$ cat config.mk
export PLATFORM = sky130hd
export DESIGN_NAME = appliance_zone_ctrl
export DESIGN_NICKNAME = d
export VERILOG_FILES = /design/src/rtl/appliance_pkg.sv /design/src/rtl/zone_thermostat.sv /design/src/rtl/appliance_zone_ctrl.sv
export SDC_FILE = /design/constraint.sdc
export NUM_CORES = 1
export LEC_CHECK = 0
export CAP_MARGIN = 20
export CORE_MARGIN = 5
export CORE_UTILIZATION = 50
export CTS_CLUSTER_DIAMETER = 40
export DETAILED_ROUTE_END_ITERATION = 8
export GPL_TIMING_DRIVEN = 1
export PLACE_DENSITY = 0.79
export SLEW_MARGIN = 20
export SYNTH_ARGS = -nofsm -noshare
export SYNTH_HDL_FRONTEND = slang
export SYNTH_SLANG_ARGS = --single-unit
$ cat constraint.sdc
create_clock -name clk -period 4.94 [get_ports clk]
set_input_delay 0.988 -clock clk [delete_from_list [all_inputs] [get_ports clk]]
set_output_delay 0.988 -clock clk [all_outputs]
set_load 0.005 [all_outputs]
$ cat src/rtl/appliance_pkg.sv
// appliance_pkg: function codes and ice-maker state encoding shared by the zone controller
package appliance_pkg;
  localparam logic [1:0] FUNC_TEMP = 2'b00;
  localparam logic [1:0] FUNC_CAP  = 2'b01;
  localparam logic [1:0] FUNC_ICE  = 2'b10;
  localparam logic [1:0] FUNC_RSVD = 2'b11;
  typedef enum logic [1:0] {IDLE, FILL, FREEZE, HARVEST} ice_state_t;
endpackage

$ cat src/rtl/zone_thermostat.sv
// zone_thermostat: hysteresis cooling request with a minimum-off lockout timer
module zone_thermostat #(
  parameter int TW = 5,
  parameter int HYST = 2,
  parameter int MIN_OFF = 8
) (
  input  logic          clk,
  input  logic          rst,
  input  logic          pwr,
  input  logic [TW-1:0] set,
  input  logic [TW-1:0] meas,
  output logic          cool
);
  localparam int OW = MIN_OFF > 0 ? $clog2(MIN_OFF + 1) : 1;
  logic [OW-1:0] tmr;
  logic [TW:0] m, s;
  logic hot;
  // one extra bit so set + HYST cannot wrap
  assign m = {1'b0, meas};
  assign s = {1'b0, set};
  assign hot = m > s + (TW+1)'(HYST);
  always_ff @(posedge clk) begin
    if (rst) begin
      cool <= 1'b0;
      tmr <= '0;
    end else if (pwr && cool && m <= s) begin
      cool <= 1'b0;
      tmr <= OW'(MIN_OFF);
    end else begin
      cool <= pwr && (cool || (tmr == '0 && hot));
      tmr <= tmr - OW'(tmr != '0);
    end
  end
endmodule

$ cat src/rtl/appliance_zone_ctrl.sv
// appliance_zone_ctrl: per-zone setpoint/capacity registers, thermostats and timed ice-maker sequencer
module appliance_zone_ctrl
  import appliance_pkg::*;
#(
  parameter int NZONES = 2,
  parameter int TW = 5,
  parameter int CW = 2,
  parameter logic [TW-1:0] DEF_TEMP = 5'd4,
  parameter int HYST = 2,
  parameter int MIN_OFF = 8,
  parameter int ICE_FILL = 4,
  parameter int ICE_FREEZE = 16,
  parameter int ICE_HARVEST = 3,
  localparam int ZW = NZONES > 1 ? $clog2(NZONES) : 1
) (
  input  logic                 clk,
  input  logic                 rst,
  input  logic                 pwr,
  input  logic                 wr_en,
  input  logic [1:0]           sel_func,
  input  logic [ZW-1:0]        sel_zone,
  input  logic [TW-1:0]        wdata,
  input  logic [NZONES*TW-1:0] temp_meas,
  input  logic                 bin_full,
  output logic [NZONES*TW-1:0] temp_set,
  output logic [NZONES*CW-1:0] cap_set,
  output logic [NZONES-1:0]    cool,
  output logic                 ice_en,
  output logic [1:0]           ice_state,
  output logic                 water_valve,
  output logic                 harvest,
  output logic                 ice_done,
  output logic                 err
);
  localparam int MAXP = ICE_FILL > ICE_FREEZE ? (ICE_FILL > ICE_HARVEST ? ICE_FILL : ICE_HARVEST)
                                              : (ICE_FREEZE > ICE_HARVEST ? ICE_FREEZE : ICE_HARVEST);
  localparam int PW = MAXP > 1 ? $clog2(MAXP) : 1;
  logic wr_ok, zone_ok, bad;
  assign wr_ok = pwr & wr_en;
  assign zone_ok = 32'(sel_zone) < NZONES;
  assign bad = sel_func == FUNC_RSVD || (!sel_func[1] && !zone_ok);
  always_ff @(posedge clk) begin
    if (rst) begin
      temp_set <= {NZONES{DEF_TEMP}};
      cap_set <= '0;
      ice_en <= 1'b0;
      err <= 1'b0;
    end else begin
      err <= wr_ok & bad;
      if (wr_ok && !bad) begin
        if (sel_func == FUNC_ICE) ice_en <= wdata[0];
        for (int i = 0; i < NZONES; i++)
          if (sel_zone == ZW'(i)) begin
            if (sel_func == FUNC_TEMP) temp_set[i*TW +: TW] <= wdata;
            if (sel_func == FUNC_CAP) cap_set[i*CW +: CW] <= wdata[CW-1:0];
          end
      end
    end
  end
  for (genvar z = 0; z < NZONES; z++) begin : g_zone
    zone_thermostat #(.TW(TW), .HYST(HYST), .MIN_OFF(MIN_OFF)) u_thermo (
      .clk(clk),
      .rst(rst),
      .pwr(pwr),
      .set(temp_set[z*TW +: TW]),
      .meas(temp_meas[z*TW +: TW]),
      .cool(cool[z])
    );
  end
  ice_state_t st;
  logic [PW-1:0] cnt, lim;
  assign ice_state = st;
  assign lim = st == FILL ? PW'(ICE_FILL - 1) : st == FREEZE ? PW'(ICE_FREEZE - 1) : PW'(ICE_HARVEST - 1);
  // bin_full and ice_en only gate the start; a running cycle always completes unless power drops
  always_ff @(posedge clk) begin
    if (rst || !pwr) begin
      st <= IDLE;
      cnt <= '0;
      water_valve <= 1'b0;
      harvest <= 1'b0;
      ice_done <= 1'b0;
    end else if (st == IDLE) begin
      ice_done <= 1'b0;
      if (ice_en && !bin_full) begin
        st <= FILL;
        water_valve <= 1'b1;
      end
    end else if (cnt != lim) begin
      cnt <= cnt + PW'(1);
      ice_done <= 1'b0;
    end else begin
      cnt <= '0;
      st <= st == FILL ? FREEZE : st == FREEZE ? HARVEST : IDLE;
      water_valve <= 1'b0;
      harvest <= st == FREEZE;
      ice_done <= st == HARVEST;
    end
  end
endmodule

==> flow_summary.ini <==
[clock_network]
root_buffer = clkbuf_8
htreeDepth = 2
hold_buffers = 0
cts_sinks = 35
cts_resized = 0
max-clock-path-buffers = 2
clk_pin_slew_worst_paths_ns = 0.08
cts_tree = built
cts_setup_buffers = 0
cts_buffers = 5
clock_latency_ns = 0.29

[timing]
min_period_ns = 2.55
layout_worst_path_cycle_share_pct = 51.6
setup_viol = 0
slew_headroom_pct = 43.4
holdWs_ns = 0.456
finalSetupTns_ns = 0
setup_slack_ns = 2.39
skew_ns = 0.00624
hold_violations = 0
drv_slew = 0
max_clock_freq_ghz = 0.392
rsz0062_at_grt = false
worstMarginPinSlew_ns = 0.847

[setup_path]
crit_buf_inv = 1
cp-end-kind = flop
crit_fanout = 9
slowest_delay_ns = 0.69
path_cells = clkdlybuf4s50_1 > and4bb_1 > and2b_1 > nor2_1 > a211o_1
arrival_ns = 2.73
cp-startpoint = pwr
crit_required_ns = 5.12
cpLargestDelayFamily = simple AND/OR/NAND/NOR gates
slowest_stage = clkdlybuf4s50_1
startpoint_type = input pin
r2r_start = temp_set[3]
crit_type = input pin to flop

[synth]
syn_inst = 220
syn_nets = 271
synth_seq_area_share_pct = 34.3
synth_ff_type = dfxtp_1
synth_seq_cells = 35
synth_area_um2 = 2040
syn_area_per_cell_um2 = 9.28
netlist-cell-type-count = 41
synthArstFlopShare_pct = 0
synth_edf_count = 0
ys_warn_count = 0

[global_route]
grt_pass1_wl_um = 7200
antenna_found_initial = 0
grt_max_degree = 26
grtUsageTotal_pct = 16.9
grt_overflow = 0
first_global_vias = 1611

[detailed_routing]
drc = 0
ant_nets = 0
drtIter0Drc = 79
drt-wirelength-per-cell_um = 13.3
routed_wl_um = 4170
drt-pass1-iter-count = 4
avgViaCountPerCell = 5.24
via_count = 1652

[final_layout]
post_route_cells_drive_above_1_share_pct = 7.55
multiInputGateArea_um2 = 1210
antenna_cells = 0
design_area_um2 = 2610
fillers = 340
postLayoutCoreUtil_pct = 65.7
fin_nets = 315
area_growth_pct = 27.8
seq_area_um2 = 701
mostFrequentLayoutCells = 45 x clkdlybuf4s50_1, 35 x dfxtp_1, 28 x ha_1
layout_commonest_cell = clkdlybuf4s50_1

[floorplan]
fp.dieH_um = 73.9
ios = 46
die_w_um = 73.9
die-area_um2 = 5460
start_util_pct = 51.4
core_um2 = 3970
num_rows = 23

[power]
cellPowerDensity_nw_per_um2 = 315
vdd.ir_drop.worst_mv = 0.215
leakage_nw = 1.06

[placement]
port_buffers = 45
dp_hpwl_um = 3290
place_ws_ns = 2.09
routabilityCongestion = 0.817
place_area_um2 = 2490

[outcome]
status = complete, no violations

[min_path]
hold_start = water_valve
hold_path_class = flop to flop

[run]
drv_cap = 0
## cell families after synthesis
| group | synth area share, % |
|---|---|
| and+or+nand+nor | 19.1 |
| xor gates and xnor gates | 5.15 |
| DFF | 34.3 |
| adders and majority gates | 17.2 |
| muxes | 5.40 |
| buffers and inverters | 6.31 |
| AOI/OAI and AO/OA | 12.5 |
## sequential cells by signal, summed over array words and instances (netlist names)
signal                flops
temp_set                 10
g_zone.u_thermo.tmr       8
cap_set                   4
cnt                       4
g_zone.u_thermo.cool      2
ice_state                 2
err                       1
harvest                   1
ice_done                  1
ice_en                    1
water_valve               1
## cell type report
cell class,count,share of cell area [%]
clock inverter,3,1.82
multi-input combinational,159,46.4
sequential,35,26.9
clock buffer,5,2.64
tap,50,2.40
timing repair buffer,45,17.3
inverter,18,2.59
## worst min-delay path, cell delays in order, from the launching register on
cell     delay [ns]
dfxtp_1        0.31
nand2_1        0.05
a21oi_1        0.05
## power breakdown
| group | switching [mW] | internal, mW | leakage, nW |
|---|---|---|---|
| clock | 0.110 | 0.153 | 0.0587 |
| sequential | 0.0221 | 0.313 | 0.285 |
| combinational | 0.0990 | 0.125 | 0.716 |
## cell usage after synthesis, types with 3 or more instances
cell      n  area share [%]
nor3_1    8             2.0
buf_6     3             1.7
ha_1     28              17
nor2_1   23             4.2
nand4_1   4             1.2
dfxtp_1  35              34
a211o_1   3             1.3
nand2_1  11             2.0
inv_1    18             3.3
nor2b_1   4             1.2
mux2i_1  11             5.4
a31oi_1   4             1.2
xnor2_1  10             4.3
a21oi_1   8             2.0
nand3_1  11             2.7
## final timing paths
| check | end | slack [ns] | depth (start not counted) |
|---|---|---|---|
| min reg2reg | water_valve | 0.46 | 2 |
| max reg2reg | g_zone[0].u_thermo.tmr[2] | 3.17 | 6 |
| min | water_valve | 0.46 | 2 |
| max | temp_set[2] | 2.39 | 5 |
## metal layers
| layer | share of wire [%] | track usage [%] | wire length, um |
|---|---|---|---|
| met4 | 0.69 | 4.23 | 29 |
| met5 | 0 | 0 | 0 |
| met3 | 5.8 | 4.79 | 242 |
| met1 | 50 | 23.5 | 2090 |
| met2 | 43 | 25.7 | 1820 |
## stage by stage
step / power [mW] / instances
final: 0.822 / 315
after global routing: 0.877 / 315
after CTS: 0.833 / 315
after detailed placement: 0.566 / 307
after global placement: 0.561 / 307
after floorplan: 0.505 / 220
(Power assumes the default switching activity.)
